## src/rtl/minmax_burst_sched.sv

```systemverilog
// Burst min/max tracker: one signed A<B comparator is shared between the
// min and max updates, one comparison per cycle, result held until acknowledged.
module minmax_burst_sched #(
  parameter int W    = 6,
  parameter int N    = 8,
  parameter int CNTW = 4
) (
  input  logic         clk,
  input  logic         rst,
  input  logic         start,
  input  logic         in_valid,
  input  logic [W-1:0] in_data,
  output logic         in_ready,
  output logic         res_valid,
  output logic [W-1:0] res_min,
  output logic [W-1:0] res_max,
  input  logic         res_ack,
  output logic         busy
);

  localparam logic [2:0] IDLE    = 3'd0;
  localparam logic [2:0] LOAD    = 3'd1;
  localparam logic [2:0] ACCEPT  = 3'd2;
  localparam logic [2:0] CMP_MIN = 3'd3;
  localparam logic [2:0] CMP_MAX = 3'd4;
  localparam logic [2:0] DONE    = 3'd5;

  logic [2:0]      state;
  logic [CNTW-1:0] cnt;
  logic [CNTW-1:0] cnt_inc;
  logic [W-1:0]    s_reg;
  logic [W-1:0]    min_reg;
  logic [W-1:0]    max_reg;
  logic            valid_reg;
  logic [W-1:0]    cmp_a;
  logic [W-1:0]    cmp_b;
  logic [W+1:0]    a_ext;
  logic [W+1:0]    b_ext;
  logic            a_lt_b;
  logic            xfer;
  logic            last_sample;

  // Operand mux in front of the single shared comparator.
  always_comb begin
    cmp_a = s_reg;
    cmp_b = min_reg;
    if (state == CMP_MAX) begin
      cmp_a = max_reg;
      cmp_b = s_reg;
    end
  end

  // Strict less-than derived by inverting a sign-extended >=, so ties never update.
  assign a_ext  = {{2{cmp_a[W-1]}}, cmp_a};
  assign b_ext  = {{2{cmp_b[W-1]}}, cmp_b};
  assign a_lt_b = ~($signed(a_ext) >= $signed(b_ext));

  assign in_ready    = (state == LOAD) || (state == ACCEPT);
  assign busy        = (state != IDLE);
  assign xfer        = in_valid & in_ready;
  assign cnt_inc     = cnt + 1'b1;
  assign last_sample = (cnt_inc == CNTW'(N));

  assign res_valid = valid_reg;
  assign res_min   = min_reg;
  assign res_max   = max_reg;

  always_ff @(posedge clk) begin
    if (rst) begin
      state     <= IDLE;
      cnt       <= '0;
      s_reg     <= '0;
      min_reg   <= '0;
      max_reg   <= '0;
      valid_reg <= 1'b0;
    end else begin
      // res_valid follows DONE by one edge and drops on the edge that sees the ack.
      valid_reg <= (state == DONE) && !res_ack;
      case (state)
        IDLE: begin
          if (start) state <= LOAD;
        end
        LOAD: begin
          if (xfer) begin
            min_reg <= in_data;
            max_reg <= in_data;
            cnt     <= CNTW'(1);
            state   <= (N == 1) ? DONE : ACCEPT;
          end
        end
        ACCEPT: begin
          if (xfer) begin
            s_reg <= in_data;
            state <= CMP_MIN;
          end
        end
        CMP_MIN: begin
          if (a_lt_b) min_reg <= s_reg;
          state <= CMP_MAX;
        end
        CMP_MAX: begin
          if (a_lt_b) max_reg <= s_reg;
          cnt   <= cnt_inc;
          state <= last_sample ? DONE : ACCEPT;
        end
        DONE: begin
          if (res_ack) state <= IDLE;
        end
        default: state <= IDLE;
      endcase
    end
  end

endmodule

```

## config.mk

```make
export PLATFORM = sky130hd
export DESIGN_NAME = minmax_burst_sched
export DESIGN_NICKNAME = d
export VERILOG_FILES = /design/src/rtl/minmax_burst_sched.sv
export SDC_FILE = /design/constraint.sdc
export NUM_CORES = 1
export LEC_CHECK = 0
export BUFFER_PORTS_ARGS = -buffer_cell sky130_fd_sc_hd__buf_2
export CORE_MARGIN = 8
export CORE_UTILIZATION = 50
export DETAILED_ROUTE_END_ITERATION = 6
export GPL_TIMING_DRIVEN = 0
export PLACE_DENSITY = 0.76
export SLEW_MARGIN = 20
export SYNTH_ARGS = -nofsm -noshare
export SYNTH_HDL_FRONTEND = slang
export SYNTH_SLANG_ARGS = --single-unit
```

## constraint.sdc

```tcl
create_clock -name clk -period 2.5 [get_ports clk]
set_input_delay 0.75 -clock clk [delete_from_list [all_inputs] [get_ports clk]]
set_output_delay 0.75 -clock clk [all_outputs]
set_load 0.005 [all_outputs]
```

# Yosys cells after proc, flatten, opt, wreduce, memory -nomap -nowiden
# Index checks and enable logic that the tools add are counted.
# totals
input_bits	11
word_cells	47
mem_bits_ro	0
out_inout_bits	15
ram_bits	0
register_bits	26
n_memories	0
latch_bits	0
# op_classes
addsub	1
shifts	0
n_eq_ne	12
n_mul	0
n_reduce_logical	12
n_mux	14
div	0
n_lt_le_gt_ge	1
n_bitwise	1
# ops
cell	n
$mux W6	4
$pmux W6 S2	2
$pmux W3 S6	1
$mux W3	5
$ne A2 B2 Y1 const B	6
$pmux W4 S2	1
$eq A3 B2 Y1 const B	2
$eq A3 B3 Y1 const B	2
$ge A6 B6 Y1	1
$reduce_and A3 Y1	2
$add A4 B1 Y4 const B	1
$eq A4 B4 Y1 const B	1
$mux W4	1
$reduce_and A2 Y1	2
$reduce_and A4 Y1	1
$reduce_bool A2 Y1	2
$eq A3 B1 Y1 const B	1
$logic_not A3 Y1	1
$reduce_bool A3 Y1	1
$and A1 B1 Y1	1
$logic_and A1 B1 Y1	1
$logic_not A1 Y1	1
$logic_or A1 B1 Y1	1

# Logic depth before layout (Yosys ltp)
# Gate-level depths: netlist of run 1.
# logic_depth
ltp_word	5
ltp_mapped	14
ltp_nobuf	10

# Least setup slack after synthesis of run 1
# OpenSTA, ideal clock, no wires.
# synth_path
path_type	register -> register
start	register state[0]
end	register min_reg[2] (netlist: res_min[2])
path_buffers	4
t_arrival_ns	2.523
setup_time_ns	0.136
path_stages_with_launch	15
slack_ns	-0.159
period_less_slack_ns	2.659
t_required_ns	2.364
path_cell_list	dfxtp_1 > buf_4 > nor2_1 > and2_1 > buf_2 > buf_4 > nand2_1 > nand2_1 > ha_1 > nand2b_4 > a2111oi_4 > o2111a_2 > buf_6 > o21a_2 > nor3_2
# synth_between
elab_chain_cells	5
word_cells_on_any_way	14
classes_between	1 x order compare; 6 x eq/ne; 3 x mux; 1 x bitwise; 3 x reduce/logical
# synth_rtl
item	line	text
from (decl)	28	logic [2:0] state;
from (signal assigned)	88	state <= (N == 1) ? DONE : ACCEPT;
from (signal assigned)	104	state <= last_sample ? DONE : ACCEPT;
$eq A3 B3 Y1 (tied with other cells)	47	if (state == CMP_MAX) begin
$mux W6 / $logic_or A1 B1 Y1 (equally long branches)	47, 58	
$ge A6 B6 Y1 / $and A1 B1 Y1 (equally long branches)	56, 60	
$ne A2 B2 Y1 (no source line)	--	
$reduce_and A3 Y1 (no source line)	--	
to (signal assigned)	85	min_reg <= in_data;
to (signal assigned)	98	if (a_lt_b) min_reg <= s_reg;
to (decl)	32	logic [W-1:0] min_reg;
# Parallel ways exist; a longest one is shown, timed or not.
# A chain may end at the register's enable or synchronous reset.

# Worst setup path after layout of run 1
# layout_path
start	register state[1]
end	register min_reg[1] (netlist: res_min[1])
# The elaborated chain is that of the path after synthesis.

==> impl_metrics.ini, run 1 <==
[grt]
grt_max_degree = 15
antenna_found_initial = 0
grt_usage = 0.174
grt_pass1_wl_um = 7300
grt_overflow = 0
grt_pass1_vias = 1499

[placement]
dp_hpwl_um = 2970
place_area_um2 = 1820
port_buffers = 25
gp_congestion = 0.853

[layout]
seq_area_um2 = 527
final_layout_size_suffix_gt1_frac = 0.407
filler_cell_count = 236
final_nets = 235
antenna_cells = 0
final_cell_mix = 26 x buf_2, 23 x dfxtp_1, 20 x nand2_1
fin_area_um2 = 2100
mostFrequentLayoutCell = buf_2
multi_input_area_um2 = 1130
syn_to_final_growth_pct = 29.3

[timing]
finalCritPeriodShare = 0.989
worst_pin_slew_ns = 0.814
finalHoldViolCount = 0
maxSlewHeadroom = 0.454
clock_skew_ns = 0.00208
rsz0062_at_grt = true
timing.final.crit_period_ns = 2.47
setup_viol = 0
clock.fmax_ghz = 0.404
finalMaxSlewViolations = 0
hold_slack_ns = 0.506

[clocking]
hold_buffers = 0
clock-sinks = 26
cts_tree = yes
cts.clk_slew.worst_paths_ns = 0.15
clock_path_buffers = 2
cts_buffers = 3
clk-insertion-delay-late_ns = 0.34
cts_root_buffer = clkbuf_4
h-tree-depth = 1

[flow_run]
drv_cap = 0

[detailed_routing]
viasPerCell = 5.65
antenna_left = 0
routedWlPerCell_um = 17.2
routed_wl_um = 4480
drt_iter0_markers = 77
via_count = 1469
drt_pass1_iterations = 4
drcViolationCount = 0

[pwr]
p_leak_nw = 0.865
power.density_nw_per_um2 = 1110
ir_worst_vdd_uv = 591

[floorplanning]
core_um2 = 3080
die_w_um = 73.0
dieHeight_um = 73.0
die_area_um2 = 5330
std_cell_rows = 20
start_util = 0.528
ios = 26

[logic_synthesis]
syn_nets = 195
postSynthAreaPerCell_um2 = 9.18
synthCells = 177
synth_cell_type_count = 43
yosysSeqAreaShare = 0.320
ys_ff_latch = 26
syn_area_um2 = 1630
ys.flop_type = dfxtp_1
yosysWarnings = 0
async_reset_ff_frac = 0
synth_edf_count = 0

[hold_path]
hp-class = flop to flop

[worst_setup_path]
worstPathArrival_ns = 2.70
worstSetupPathType = flop to flop
start_kind = flop
endpoint_kind = flop
crit_path_max_fanout = 7
cp.required_ns = 2.72

[outcome]
status = finished, final reports clean
cells in the mapped netlist (2+ instances only):
cell,instances,area [um2]
nor3_1,5,25.0
o21a_2,4,35.0
dfxtp_1,26,521
nand2b_1,5,31.3
nand3_1,2,10.0
buf_4,3,22.5
o21a_1,8,60.1
nor3_2,9,90.1
buf_6,2,22.5
a211oi_1,2,15.0
o211a_1,2,20.0
a21oi_1,3,15.0
or3_1,2,12.5
ha_1,7,87.6
nand2_1,24,90.1
and2_1,2,12.5
buf_2,4,20.0
o311a_1,5,50.1
clkbuf_1,3,11.3
mux2i_1,21,210
nor2_1,16,60.1
timing repair:
item | in CTS | in global routing
gates cloned | 2 | 0
setup buffers | 11 | 1
pin swaps | 4 | 8
gates resized for setup | 27 | 10
setup endpoints to repair | 12 | 12
path summary, 6_finish.rpt:
path | end | depth (start not counted) | slack (ns) | start
min reg2reg | res_max[1] | 1 | 0.51 | res_max[1]
max | res_min[1] | 11 | 0.03 | state[1]
max reg2reg | res_min[1] | 11 | 0.03 | state[1]
min | res_max[1] | 1 | 0.51 | res_max[1]
where the power goes:
group	internal (mW)	switching (mW)	leakage (nW)
registers	0.537	0.132	0.213
clock network	0.0894	0.139	0.0210
logic	0.724	0.701	0.631
through the flow:
| step | utilization | setup TNS [ns] | cells | power (mW) | setup WS (ns) |
|---|---|---|---|---|---|
| detailed placement | 0.591 | -3.97 | 246 | 1.76 | -0.385 |
| CTS | 0.682 | -0.394 | 263 | 2.31 | -0.0627 |
| finish | 0.683 | 0 | 260 | 2.32 | 0.0276 |
| global placement | 0.591 | -3.52 | 246 | 1.72 | -0.350 |
| floorplan | - | 0 | 177 | 1.45 | 0.0199 |
| global route | 0.683 | -0.504 | 260 | 2.46 | -0.0678 |
layer usage:
metal  GRT usage  up-vias  routed length, um
met2       0.295       45               2260
met4      0.0800        0                 92
met3      0.0275        7                233
li1            -      713                  -
met1       0.207      704               1900
met5           0        -                  0
worst max-delay path, stage by stage (launching register included):
cell,delay [ns]
dfxtp_2,0.37
nor2_4,0.11
and2_4,0.21
bufbuf_16,0.27
nand2_1,0.06
nand2_2,0.08
ha_4,0.20
a2111oi_4,0.43
o2111a_2,0.32
buf_6,0.11
o21a_1,0.15
nor3_2,0.04
cell families after synthesis:
group | after synthesis | synth area share
AO/OA/AOI/OAI | 37 | 0.199
XOR/XNOR | 2 | 0.0108
adder cells (fa/ha/maj) | 7 | 0.0539
buffers and inverters | 13 | 0.0493
flip-flops | 26 | 0.320
multiplexers | 22 | 0.136
AND/OR/NAND/NOR | 70 | 0.230
cell type report:
class,instances,area share
multi-input combinational,138,0.539
inverter,1,0.00179
clock buffer,4,0.0173
buffer,8,0.0339
sequential,26,0.251
tap,44,0.0262
timing repair buffer,39,0.131
Note: power is estimated with default switching activity, not from simulation.
==> run 2: changes to the inputs <==
CORE_UTILIZATION = 55   (was 50)
PLACE_DENSITY = 0.79   (was 0.76)
clock period = 3.1 ns   (was 2.5 ns; I/O delays follow)
==> impl_metrics.ini, run 2 (synthesized netlist as in run 1, its figures left out) <==
[layout]
final_layout_size_suffix_gt1_frac = 0.291
final_cell_mix = 28 x buf_2, 26 x dfxtp_1, 24 x nand2_1
mostFrequentLayoutCell = buf_2
final_util = 0.663
final_nets = 225
antenna_cells = 0
syn_to_final_growth_pct = 13.5

[timing]
maxSlewHeadroom = 0.521
finalMaxSlewViolations = 0
clock_skew_ns = 0.00752
finalCritPeriodShare = 0.945
finalHoldViolCount = 0
timing.final.crit_period_ns = 2.93
worst_pin_slew_ns = 0.714
clock.fmax_ghz = 0.341
setup_viol = 0
fin_tns_setup_ns = 0
hold_slack_ns = 0.514
rsz0062_at_grt = false

[floorplanning]
start_util = 0.584
std_cell_rows = 19
die_w_um = 70.4
core_um2 = 2780
ios = 26
dieHeight_um = 70.4
die_area_um2 = 4950

[detailed_routing]
drcViolationCount = 0
drt-met1-wl_um = 1680
routed_wl_um = 3810
antenna_left = 0
drt_iter0_markers = 88
viasPerCell = 5.99
drt_pass1_iterations = 4
top_layer_used = met4
wl_met2_um = 1820
route.met3.wl_um = 222
routedWlPerCell_um = 16.1
via_count = 1419

[grt]
grt_overflow = 0
grt_max_degree = 15
grt_pass1_vias = 1426
antenna_found_initial = 0
grt_pass1_wl_um = 6480
grt_usage = 0.156

[clocking]
cts_buffers = 3
clock-sinks = 26
cts_setup_buffers = 0
h-tree-depth = 1
hold_buffers = 0
cts.repair.resized = 0
cts.clk_slew.worst_paths_ns = 0.13
cts_root_buffer = clkbuf_4
clk-insertion-delay-late_ns = 0.32
clock_path_buffers = 2
cts_tree = yes

[worst_setup_path]
worstSetupPathType = flop to flop
endpoint_kind = flop
reg2reg_slack_ns = 0.17
slowest_delay_ns = 0.45
reg2reg_depth = 12
crit_top_cell = buf_4
cp.required_ns = 3.30
crit_family = compound AO/OA/AOI/OAI gates
crit_path_max_fanout = 10
r2r_start = state[0]
cp_slowest_cell = a2111oi_4
worstPathArrival_ns = 3.13
worstPathCellList = buf_4 -> nor2_1 -> and2_2 -> buf_4 -> buf_4 -> mux2i_1 -> ha_1 -> a2111oi_4 -> o2111a_2 -> buf_6 -> o21a_2 -> nor3_2
start_kind = flop
r2r_end = res_min[3]
worst-path-buf-inv = 4

[placement]
port_buffers = 25
dp_hpwl_um = 2850
gp_congestion = 0.888

[pwr]
p_leak_nw = 0.762
power.density_nw_per_um2 = 872
power_mw = 1.61
ir_worst_vdd_uv = 619

[hold_path]
min_from = cnt[3]
hold_depth = 1
holdPathEnd = cnt[3]
hp-class = flop to flop

[flow_run]
drv_cap = 0

[outcome]
status = finished, final reports clean
[run 2: final cells by class]
type / count / area [um2]
sequential: 26 / 520
fill: 233 / 937
clock buffer: 4 / 36.3
tap: 31 / 38.8
inverter: 1 / 3.75
multi-input combinational: 138 / 1040
timing repair buffer: 25 / 125
buffer: 12 / 78.8
[run 2: how the worst max path moves through the flow]
stage               cells after the start         end      from  slack, ns
floorplan                              14  res_min[2]  state[0]       0.44
global placement                       13  res_max[4]  state[0]       0.16
detailed placement                     13  res_max[4]  state[0]       0.13
CTS                                    13  res_max[4]  state[0]       0.08
global route                           13  res_min[3]  state[1]      0.004
finish                                 12  res_min[3]  state[0]       0.17
[run 2: metal layers]
metal | vias up | global-route usage
li1 | 699 | -
met1 | 672 | 0.184
met2 | 39 | 0.256
met3 | 9 | 0.0424
met4 | 0 | 0.0714
met5 | - | 0
[run 2: power by group]
part           switching, mW  internal [mW]
clock                  0.101         0.0718
sequential            0.0731          0.428
combinational          0.511          0.424
[run 2: per-stage QoR]
stage / std cells / instance area [um2] / worst slack, ns
4_1_cts: 237 / 1830 / 0.0764
3_3_place_gp: 233 / 1790 / 0.161
6_report: 237 / 1840 / 0.169
2_1_floorplan: 177 / 1630 / 0.441
5_1_grt: 237 / 1840 / 0.00392
3_5_place_dp: 233 / 1790 / 0.133
